===== src/rtl/seq_magnitude_comparator.sv =====
// Multi-cycle MSB-first magnitude comparator, DIGIT bits per cycle, signed/unsigned, with g/e/l cascade.
// Latency: start edge to done = digits scanned (EARLY_EXIT=1) or WIDTH/DIGIT cycles (EARLY_EXIT=0).
// Backpressure: none; start is ignored while busy, and operands are latched on the accepted start.
//
// Ports:
//   clk, rst_n                 - clock and synchronous active-low reset
//   start                      - request, accepted only when busy=0
//   a, b, signed_mode          - operands and compare mode, latched on accept
//   g_in, e_in, l_in           - cascade result from a more-significant stage, latched on accept
//   busy                       - comparison in progress
//   done                       - one-cycle pulse when g_out/e_out/l_out update
//   g_out, e_out, l_out        - registered one-hot result (A>B, A==B, A<B)
module seq_magnitude_comparator #(
    parameter int WIDTH      = 16,
    parameter int DIGIT      = 4,
    parameter int EARLY_EXIT = 1
) (
    input  logic             clk,
    input  logic             rst_n,
    input  logic             start,
    input  logic [WIDTH-1:0] a,
    input  logic [WIDTH-1:0] b,
    input  logic             signed_mode,
    input  logic             g_in,
    input  logic             e_in,
    input  logic             l_in,
    output logic             busy,
    output logic             done,
    output logic             g_out,
    output logic             e_out,
    output logic             l_out
);

    localparam int N     = WIDTH / DIGIT;
    localparam int IDX_W = (N > 1) ? $clog2(N) : 1;
    localparam logic [IDX_W-1:0] TOP_IDX = IDX_W'(N - 1);

    typedef enum logic {IDLE, RUN} state_t;

    state_t             state, state_nxt;
    logic [IDX_W-1:0]   idx, idx_nxt;
    logic [WIDTH-1:0]   a_q, b_q;
    logic               sm_q, g_q, e_q, l_q;
    // First unequal digit seen so far (only used when scanning all digits).
    logic               hit_q, hit_nxt;
    logic               hit_g_q, hit_g_nxt;

    logic [DIGIT-1:0]   dig_a, dig_b;
    logic               dig_gt, dig_ne;
    logic               capture, fin;
    logic               res_g, res_e, res_l;

    // Two's-complement order equals unsigned order once the sign bits are
    // flipped, so only the top digit needs adjusting in signed mode.
    always_comb begin
        dig_a = a_q[idx*DIGIT +: DIGIT];
        dig_b = b_q[idx*DIGIT +: DIGIT];
        if (sm_q && (idx == TOP_IDX)) begin
            dig_a[DIGIT-1] = ~dig_a[DIGIT-1];
            dig_b[DIGIT-1] = ~dig_b[DIGIT-1];
        end
        dig_gt = (dig_a > dig_b);
        dig_ne = (dig_a != dig_b);
    end

    always_comb begin
        state_nxt = state;
        idx_nxt   = idx;
        hit_nxt   = hit_q;
        hit_g_nxt = hit_g_q;
        capture   = 1'b0;
        fin       = 1'b0;
        res_g     = 1'b0;
        res_e     = 1'b0;
        res_l     = 1'b0;

        case (state)
            IDLE: begin
                if (start) begin
                    capture   = 1'b1;
                    idx_nxt   = TOP_IDX;
                    hit_nxt   = 1'b0;
                    hit_g_nxt = 1'b0;
                    state_nxt = RUN;
                end
            end
            RUN: begin
                if (dig_ne && !hit_q) begin
                    hit_nxt   = 1'b1;
                    hit_g_nxt = dig_gt;
                end
                if ((EARLY_EXIT != 0) && dig_ne) begin
                    fin   = 1'b1;
                    res_g = dig_gt;
                    res_l = ~dig_gt;
                end else if (idx == '0) begin
                    fin = 1'b1;
                    if (hit_q) begin
                        res_g = hit_g_q;
                        res_l = ~hit_g_q;
                    end else if (dig_ne) begin
                        res_g = dig_gt;
                        res_l = ~dig_gt;
                    end else if (g_q) begin
                        res_g = 1'b1;
                    end else if (l_q) begin
                        res_l = 1'b1;
                    end else begin
                        // e_in set, or no cascade input at all: operands are equal.
                        res_e = 1'b1;
                    end
                end else begin
                    idx_nxt = idx - 1'b1;
                end
                if (fin) begin
                    state_nxt = IDLE;
                end
            end
            default: state_nxt = IDLE;
        endcase
    end

    always_ff @(posedge clk) begin
        if (!rst_n) begin
            state   <= IDLE;
            idx     <= '0;
            hit_q   <= 1'b0;
            hit_g_q <= 1'b0;
            a_q     <= '0;
            b_q     <= '0;
            sm_q    <= 1'b0;
            g_q     <= 1'b0;
            e_q     <= 1'b0;
            l_q     <= 1'b0;
            done    <= 1'b0;
            g_out   <= 1'b0;
            e_out   <= 1'b0;
            l_out   <= 1'b0;
        end else begin
            state   <= state_nxt;
            idx     <= idx_nxt;
            hit_q   <= hit_nxt;
            hit_g_q <= hit_g_nxt;
            done    <= fin;
            if (capture) begin
                a_q  <= a;
                b_q  <= b;
                sm_q <= signed_mode;
                g_q  <= g_in;
                e_q  <= e_in;
                l_q  <= l_in;
            end
            if (fin) begin
                g_out <= res_g;
                e_out <= res_e;
                l_out <= res_l;
            end
        end
    end

    assign busy = (state == RUN);

    // e_q is latched for completeness; equality is also the no-cascade default.
    logic unused_e;
    assign unused_e = e_q;

endmodule


===== config.mk =====
export PLATFORM = sky130hd
export DESIGN_NAME = seq_magnitude_comparator
export DESIGN_NICKNAME = d
export VERILOG_FILES = /design/src/rtl/seq_magnitude_comparator.sv
export SDC_FILE = /design/constraint.sdc
export NUM_CORES = 1
export LEC_CHECK = 0
export CELL_PAD_IN_SITES_DETAIL_PLACEMENT = 1
export CELL_PAD_IN_SITES_GLOBAL_PLACEMENT = 2
export CORE_ASPECT_RATIO = 0.6
export CORE_UTILIZATION = 26
export DETAILED_ROUTE_END_ITERATION = 7
export PLACE_DENSITY = 0.78
export SLEW_MARGIN = 20
export SYNTH_ARGS = -nofsm -noshare
export SYNTH_HDL_FRONTEND = slang
export SYNTH_SLANG_ARGS = --single-unit

===== constraint.sdc =====
create_clock -name clk -period 2.4 [get_ports clk]
set_input_delay 0.48 -clock clk [delete_from_list [all_inputs] [get_ports clk]]
set_output_delay 0.48 -clock clk [all_outputs]
set_load 0.01 [all_outputs]

==> flow_metrics.env, run 1 <==
export IMPL_antennaDiodeCount=0
export IMPL_cts_path_max_buffers=2
export IMPL_worstSkewPairLatency_ns=0.29
export IMPL_fin_crit_ns=2.34
export IMPL_io_buffers=42
export IMPL_drtAntennaViolNets=0
export IMPL_cp_required_ns=2.58
export IMPL_max_freq_mhz=427
export IMPL_final_util_pct=37.3
export IMPL_tns_ns=0
export IMPL_layout_common_cells="nand2_1, dfxtp_1, clkdlybuf4s50_1, a21oi_1, buf_4"
export IMPL_syn_to_final_growth_pct=37.7
export IMPL_startpoint_type="register"
export IMPL_grt_pass1_vias=1734
export IMPL_grt_max_degree=32
export IMPL_placed_area_um2=2540
export IMPL_rows=24
export IMPL_holdBufCountCts=0
export IMPL_path_max_fanout=8
export IMPL_worst_setup_path_type="reg -> reg"
export IMPL_coreArea_um2=7300
export IMPL_syn_avg_cell_area_um2=8.75
export IMPL_ys_seq_area_share_pct=44.6
export IMPL_p_int_w=0.00150
export IMPL_rsz0062_at_grt="true"
export IMPL_track_usage_pct=13.8
export IMPL_hpwl_um=3730
export IMPL_start_util_pct=27.1
export IMPL_timing_critical_path_buf_inv=1
export IMPL_worst_ep_arrival_time_ns=2.52
export IMPL_dieArea_um2=7970
export IMPL_die_height_um=69.5
export IMPL_nFillCells=861
export IMPL_max_slew_margin_pct=70.9
export IMPL_pwr_share_clk_pct=38.1
export IMPL_drt_iter0_drc=51
export IMPL_min_path_type="reg -> reg"
export IMPL_seq_area_um2=885
export IMPL_switching_power_w=0.000525
export IMPL_cts_tree="yes"
export IMPL_path_cells="buf_4, mux4_1, ha_1, nand4_4, nand2_1, o2111a_1, a31o_2"
export IMPL_place_gp_congestion=0.712
export IMPL_synth_adder_area_share_pct=3.80
export IMPL_synthCells=226
export IMPL_via_per_inst=4.48
export IMPL_syn_nets=271
export IMPL_worst_path_dominant_cell_family="multiplexers"
export IMPL_multiInputGateArea_um2=1000
export IMPL_p_leak_nw=1.04
export IMPL_hold_ws_ns=0.454
export IMPL_p_sw_share_pct=26.0
export IMPL_cap_violations=0
export IMPL_status="completed"
export IMPL_syn_area_um2=1980
export IMPL_worstSetupEndpointType="register"
export IMPL_p_per_area_nw_per_um2=743
export IMPL_final_common_cell="nand2_1"
export IMPL_synth_xor_area_share_pct=1.33
export IMPL_firstDrtPassIters=4
export IMPL_grt_overflow=0
export IMPL_synth_top_family_by_area="simple AND/OR/NAND/NOR gates"
export IMPL_path_clk_slew_ns=0.06
export IMPL_ys_types=30
export IMPL_grt_pass1_wl_um=8380
export IMPL_synth_compound_area_share_pct=15.1
export IMPL_finalClockSkew_ns=0.00862
export IMPL_drc=0
export IMPL_clock_sinks=44
export IMPL_finalWirelength_um=4990
export IMPL_num_vias=1685
export IMPL_pwr_share_comb_pct=21.0
export IMPL_cts_root_buf="clkbuf_16"
export IMPL_cts_max_level=2
export IMPL_yosys_area_share_simple_pct=19.2
export IMPL_seqPwrFrac_pct=40.9
export IMPL_slew_viol_final=0
export IMPL_cts_buffers_inserted=5
export IMPL_power_w=0.00202
export IMPL_drive_gt1_share_pct=9.93
export IMPL_synthMuxAreaShare_pct=10.4
export IMPL_setup_viol=0
export IMPL_yosysWarnings=0
export IMPL_grt_antenna_before_repair=0
export IMPL_ios=44
export IMPL_synth_seq_cells=44
export IMPL_cp_slowest_cell="mux4_1"
export IMPL_nets=316
export IMPL_ir_worst_vdd_v=0.000253
export IMPL_stdcell_area_um2=2720
export IMPL_wire_per_inst_um=13.3
export IMPL_tightest_slew_ns=0.435
export IMPL_cpPeakStageDelay_ns=0.57
export IMPL_period_share_pct=97.7
export IMPL_die_x_um=115
export IMPL_finalHoldViolCount=0
cells in the mapped netlist (all sizes together):
master   n  share of area, %
nand2   75                14
dfxtp   44                45
a21oi   39               9.9
buf      9               3.1
mux4     8                10
inv      7               1.3
nor2     7               1.5
clkbuf   6               1.1
ha       6               3.8
o21ai    4               1.0
nor2b    3              0.95
nand2b   2              0.63
nor3     2              0.51
o2111a   2               1.1
xnor2    2              0.89
a211oi   1              0.38
a22oi    1              0.38
a311oi   1              0.44
a31o     1              0.44
nand4    1               1.1
nor3b    1              0.38
o311a    1              0.51
o311ai   1              0.44
o41ai    1              0.44
xor2     1              0.44
worst register-to-register path: cells and delay by family, from the launching register on:
family | cells | cell delay, ns
AOI/OAI and AO/OA | 2 | 0.47
adders and majority gates | 1 | 0.38
buffers and inverters | 1 | 0.17
DFF | 1 | 0.38
muxes | 1 | 0.57
and+or+nand+nor | 2 | 0.27
worst paths after layout:
| kind | start | endpoint | cells after the start | slack (ns) |
|---|---|---|---|---|
| worst min register to register | b_q[2]$_SDFFE_PN0P_ | b_q[2]$_SDFFE_PN0P_ | 2 | 0.45 |
| worst min-delay path | b_q[2]$_SDFFE_PN0P_ | b_q[2]$_SDFFE_PN0P_ | 2 | 0.45 |
| worst max-delay path | idx[0]$_SDFFE_PN0P_ | hit_g_q$_SDFFE_PN0P_ | 7 | 0.06 |
| worst max register to register | idx[0]$_SDFFE_PN0P_ | hit_g_q$_SDFFE_PN0P_ | 7 | 0.06 |
registers in the layout, indices dropped and copies added, names as in the netlist:
name / count
done: 1
idx: 2
b_q: 16
e_out: 1
busy: 1
a_q: 16
sm_q: 1
hit_q: 1
g_out: 1
g_q: 1
l_out: 1
l_q: 1
hit_g_q: 1
per-stage QoR:
| step | worst slack, ns | std cells |
|---|---|---|
| final | 0.0563 | 376 |
| after global routing | -0.0255 | 376 |
| after CTS | 0.0105 | 376 |
| after detailed placement | -0.0642 | 368 |
| after global placement | -0.0362 | 368 |
| after floorplan | 0.120 | 226 |
kinds of logic after synthesis:
kind of cell,Yosys count
flops,44
buf+inv,22
mux,8
xor+xnor,3
fa+ha+maj,6
compound gates,52
simple gates,91
area by class of cell:
type | count | area share (%)
multi-input cells | 160 | 36.8
well taps | 104 | 4.78
clock buffers | 6 | 4.74
flip-flops and latches | 44 | 32.5
clock inverters | 2 | 1.29
inverters | 7 | 0.966
repair buffers | 53 | 18.9
layer usage:
metal  vias to the layer above  global-route usage, %  wire [um]
met5                         -                      0          0
met4                         0                   6.06         71
met3                         6                   3.58        212
met2                        30                   21.3       2230
met1                       791                   18.1       2480
li1                        858                      -          -
what timing repair did:
item / 4_1_cts / 5_1_grt
pin swaps: 0 / 2
buffers inserted: 0 / 0
resized for setup: 1 / 6
endpoints found under the setup margin: 5 / 6
power groups by stage:
stage	registers, W	logic [W]	clock network (W)
floorplan	0.000826	0.000252	0
global placement	0.000839	0.000404	0
detailed placement	0.000842	0.000417	0
CTS	0.000827	0.000418	0.000784
global route	0.000834	0.000469	0.000816
finish	0.000826	0.000424	0.000770
(Power assumes the default switching activity.)
==> run 2: changes to the inputs <==
PLACE_DENSITY = not set   (was 0.78)
PLACE_DENSITY_LB_ADDON = 0.1   (was not set)
==> flow_metrics.env, run 2 (synthesis gave the netlist of run 1 again) <==
export IMPL_seq_area_um2=885
export IMPL_die_height_um=69.5
export IMPL_startpoint_type="register"
export IMPL_cap_violations=0
export IMPL_cts_buffers_inserted=5
export IMPL_path_max_fanout=8
export IMPL_die_x_um=115
export IMPL_final_common_cell="nand2_1"
export IMPL_stdcell_area_um2=2740
export IMPL_via_per_inst=4.43
export IMPL_grt_pass1_wl_um=8430
export IMPL_firstDrtPassIters=4
export IMPL_cts_max_level=2
export IMPL_ir_worst_vdd_v=0.000292
export IMPL_io_buffers=42
export IMPL_drc=0
export IMPL_worst_setup_path_type="reg -> reg"
export IMPL_fin_crit_ns=2.31
export IMPL_p_leak_nw=1.03
export IMPL_cp_required_ns=2.57
export IMPL_status="completed"
export IMPL_grt_overflow=0
export IMPL_cts_root_buf="clkbuf_16"
export IMPL_multiInputGateArea_um2=1020
export IMPL_setup_viol=0
export IMPL_hpwl_um=3720
export IMPL_start_util_pct=27.1
export IMPL_tns_ns=0
export IMPL_clock_sinks=44
export IMPL_min_path_type="reg -> reg"
export IMPL_nets=318
export IMPL_reg_top3="a_q: 16 flops, b_q: 16 flops, idx: 2 flops"
export IMPL_finalClockSkew_ns=0.00264
export IMPL_num_vias=1669
export IMPL_worstSetupEndpointType="register"
export IMPL_layout_common_cells="nand2_1, dfxtp_1, clkdlybuf4s50_1, a21oi_1, buf_4"
export IMPL_drtAntennaViolNets=0
export IMPL_p_per_area_nw_per_um2=702
export IMPL_worst_ep_arrival_time_ns=2.48
export IMPL_finalWirelength_um=5170
export IMPL_drt_iter0_drc=42
export IMPL_cts_path_max_buffers=2
export IMPL_nFillCells=855
export IMPL_wire_per_inst_um=13.7
export IMPL_placed_area_um2=2550
export IMPL_tightest_slew_ns=0.530
export IMPL_max_freq_mhz=434
export IMPL_finalHoldViolCount=0
export IMPL_period_share_pct=96.1
export IMPL_grt_pass1_vias=1674
export IMPL_drive_gt1_share_pct=12.1
export IMPL_syn_to_final_growth_pct=38.5
export IMPL_max_slew_margin_pct=64.4
export IMPL_track_usage_pct=13.8
export IMPL_grt_antenna_before_repair=0
export IMPL_place_gp_congestion=0.714
export IMPL_ios=44
export IMPL_holdBufCountCts=0
export IMPL_coreArea_um2=7300
export IMPL_rows=24
export IMPL_path_clk_slew_ns=0.06
export IMPL_grt_max_degree=31
export IMPL_rsz0062_at_grt="false"
export IMPL_worstSkewPairLatency_ns=0.28
export IMPL_dieArea_um2=7970
export IMPL_cts_tree="yes"
export IMPL_slew_viol_final=0
export IMPL_antennaDiodeCount=0
-- run 2: path summary, 6_finish.rpt --
check,from,end,slack [ns],cells past startpoint
min,a_q[3]$_SDFFE_PN0P_,a_q[3]$_SDFFE_PN0P_,0.45,2
max,idx[0]$_SDFFE_PN0P_,hit_g_q$_SDFFE_PN0P_,0.09,8
min reg2reg,a_q[3]$_SDFFE_PN0P_,a_q[3]$_SDFFE_PN0P_,0.45,2
max reg2reg,idx[0]$_SDFFE_PN0P_,hit_g_q$_SDFFE_PN0P_,0.09,8
-- run 2: through the flow --
stage / total power [W] / utilization [%] / cells / setup slack (ns) / hold WS (ns)
detailed placement: 0.00125 / 34.9 / 369 / 0.00202 / 0.446
finish: 0.00192 / 37.5 / 377 / 0.0945 / 0.452
floorplan: 0.00108 / - / 226 / 0.120 / 0.432
global placement: 0.00125 / 34.9 / 369 / 0.000543 / 0.441
CTS: 0.00192 / 36.8 / 376 / 0.0523 / 0.455
global route: 0.00204 / 37.5 / 377 / 0.0272 / 0.471
-- run 2: power by group --
group / total, W / switching (W) / leakage [nW] / internal, W
Combinational: 0.000448 / 0.000214 / 0.599 / 0.000234
Sequential: 0.000827 / 0.0000417 / 0.362 / 0.000785
Clock: 0.000648 / 0.000271 / 0.0657 / 0.000377
-- run 2: final cells by class --
type | count | share of cell area [%]
Clock buffer | 5 | 4.57
Clock inverter | 2 | 0.457
Inverter | 7 | 0.960
Multi-Input combinational cell | 160 | 37.4
Sequential cell | 44 | 32.3
Tap cell | 104 | 4.75
Timing Repair Buffer | 55 | 19.5
-- run 2: routing by layer --
| layer | part of all wire, % | up-vias | track usage [%] |
|---|---|---|---|
| met4 | 0.74 | 0 | 3.46 |
| met2 | 39 | 34 | 18.9 |
| met3 | 4.2 | 4 | 3.76 |
| met5 | 0 | - | 0 |
| met1 | 56 | 767 | 21.1 |
| li1 | - | 864 | - |
-- run 2: critical path: stages, from the launching register on --
cell	delay [ns]
dfxtp_4	0.38
buf_6	0.14
mux4_1	0.59
ha_1	0.34
nand4_4	0.18
nand2_1	0.18
buf_4	0.13
nor2_1	0.03
a31o_2	0.23
-- run 2: what timing repair did --
action,in CTS,in global routing
resized for setup,1,10
cloned,0,0
pin swaps,0,2
setup endpoints to repair,2,4
setup buffers,0,1
==> run 3: changes to the inputs <==
CORE_UTILIZATION = 29   (was 26)
PLACE_DENSITY = 0.77   (was not set)
PLACE_DENSITY_LB_ADDON = not set   (was 0.1)
clock period = 2.6 ns   (was 2.4 ns; I/O delays follow)
==> flow_metrics.env, run 3 (synthesis gave the netlist of run 1 again) <==
export IMPL_fin_crit_ns=2.40
export IMPL_timing_critical_path_buf_inv=0
export IMPL_hold_ws_ns=0.449
export IMPL_p_per_area_nw_per_um2=664
export IMPL_io_buffers=42
export IMPL_drc=0
export IMPL_antennaDiodeCount=0
export IMPL_slew_viol_final=0
export IMPL_cts_repair_resized=0
export IMPL_drtAntennaViolNets=0
export IMPL_tns_ns=0
export IMPL_layout_common_cells="nand2_1, dfxtp_1, clkdlybuf4s50_1, a21oi_1"
export IMPL_worst_setup_path_type="reg -> reg"
export IMPL_nets=313
export IMPL_syn_to_final_growth_pct=34.4
export IMPL_path_max_fanout=8
export IMPL_worstSetupEndpointType="register"
export IMPL_grt_pass1_wl_um=8180
export IMPL_drt_iter0_drc=35
export IMPL_final_common_cell="nand2_1"
export IMPL_regToRegStartpoint="idx[0]$_SDFFE_PN0P_"
export IMPL_via_per_inst=4.66
export IMPL_coreArea_um2=6330
export IMPL_period_share_pct=92.4
export IMPL_cts_root_buf="clkbuf_16"
export IMPL_cp_required_ns=2.78
export IMPL_ios=44
export IMPL_die_height_um=66.0
export IMPL_placed_area_um2=2510
export IMPL_cp_slowest_cell="mux4_1"
export IMPL_reg2regPathDepth=7
export IMPL_final_cells=353
export IMPL_die_x_um=109
export IMPL_worst_ep_arrival_time_ns=2.58
export IMPL_hpwl_um=3500
export IMPL_finalClockSkew_ns=0.00213
export IMPL_power_w=0.00176
export IMPL_cts_tree="yes"
export IMPL_worstSkewPairLatency_ns=0.28
export IMPL_track_usage_pct=15.3
export IMPL_grt_pass1_vias=1646
export IMPL_hold_end="a_q[0]$_SDFFE_PN0P_"
export IMPL_max_freq_mhz=416
export IMPL_r2r_end="hit_g_q$_SDFFE_PN0P_"
export IMPL_finalHoldViolCount=0
export IMPL_place_gp_congestion=0.741
export IMPL_grt_max_degree=30
export IMPL_ir_worst_vdd_v=0.000226
export IMPL_setup_viol=0
export IMPL_cpPeakStageDelay_ns=0.59
export IMPL_cts_setup_buffers=0
export IMPL_min_path_cells=2
export IMPL_cts_max_level=2
export IMPL_drive_gt1_share_pct=8.18
export IMPL_worst_path_dominant_cell_family="multiplexers"
export IMPL_place_inst=345
export IMPL_ff2ff_setup_slack_ns=0.20
export IMPL_reg_top3="a_q: 16 flops, b_q: 16 flops, idx: 2 flops"
export IMPL_stdcell_area_um2=2660
export IMPL_cts_buffers_inserted=5
export IMPL_start_util_pct=31.2
export IMPL_dieArea_um2=7160
export IMPL_cap_violations=0
export IMPL_min_path_type="reg -> reg"
export IMPL_tightest_slew_ns=0.492
export IMPL_clock_sinks=44
export IMPL_firstDrtPassIters=4
export IMPL_grt_antenna_before_repair=0
export IMPL_finalWirelength_um=4980
export IMPL_path_clk_slew_ns=0.06
export IMPL_num_vias=1644
export IMPL_path_cells="mux4_1, xor2_1, ha_1, nand4_4, nand2_1, o2111a_1, a31o_2"
export IMPL_grt_overflow=0
export IMPL_cts_path_max_buffers=2
export IMPL_p_leak_nw=1.03
export IMPL_startpoint_type="register"
export IMPL_rows=22
export IMPL_max_slew_margin_pct=67.2
export IMPL_holdBufCountCts=0
export IMPL_status="completed"
export IMPL_rsz0062_at_grt="false"
export IMPL_wire_per_inst_um=14.1
export IMPL_hold_path_startpoint="a_q[0]$_SDFFE_PN0P_"
## run 3: cell types whose count changed in the layout (fill, tap and decap cells not counted), moves of 2 or more
cell | before | now
buf_4 | 11 | 6
ha_1 | 4 | 6
ha_4 | 2 | 0
mux4_1 | 4 | 7
mux4_2 | 4 | 1
## run 3: layout make-up
class	instances	area [um2]
Clock buffer	6	139
Sequential cell	44	882
Timing Repair Buffer	50	505
Fill cell	762	3670
Tap cell	84	105
Clock inverter	2	10.0
Inverter	7	26.3
Multi-Input combinational cell	160	988
## run 3: layer usage
metal	vias up	global-route usage [%]	wire, um
met5	-	0	0
met1	753	21.1	2690
met2	27	22.6	2020
met4	0	5.57	70
met3	7	4.24	193
li1	857	-	-
## run 3: worst max path at each step
| stage | from | end | cells past startpoint |
|---|---|---|---|
| floorplan | idx[0]$_SDFFE_PN0P_ | hit_g_q$_SDFFE_PN0P_ | 8 |
| global placement | idx[0]$_SDFFE_PN0P_ | hit_g_q$_SDFFE_PN0P_ | 7 |
| detailed placement | idx[0]$_SDFFE_PN0P_ | hit_g_q$_SDFFE_PN0P_ | 7 |
| CTS | idx[0]$_SDFFE_PN0P_ | hit_g_q$_SDFFE_PN0P_ | 7 |
| global route | idx[0]$_SDFFE_PN0P_ | hit_g_q$_SDFFE_PN0P_ | 7 |
| finish | idx[0]$_SDFFE_PN0P_ | hit_g_q$_SDFFE_PN0P_ | 7 |
## run 3: per-stage QoR
stage	utilization, %	setup WS (ns)
after floorplan	-	0.320
after global placement	39.6	0.105
after detailed placement	39.6	0.108
after CTS	41.9	0.0672
after global routing	42.0	0.0606
final	42.0	0.199
## run 3: where the power goes
group / leakage (nW) / internal [W] / switching (W)
Combinational: 0.591 / 0.000194 / 0.000177
Sequential: 0.362 / 0.000725 / 0.0000392
Clock: 0.0766 / 0.000378 / 0.000252
## run 3: worst register-to-register path, cell delays in order (launching register included)
cell	delay, ns
dfxtp_2	0.41
mux4_1	0.59
xor2_1	0.17
ha_1	0.34
nand4_4	0.17
nand2_1	0.14
o2111a_1	0.27
a31o_2	0.21
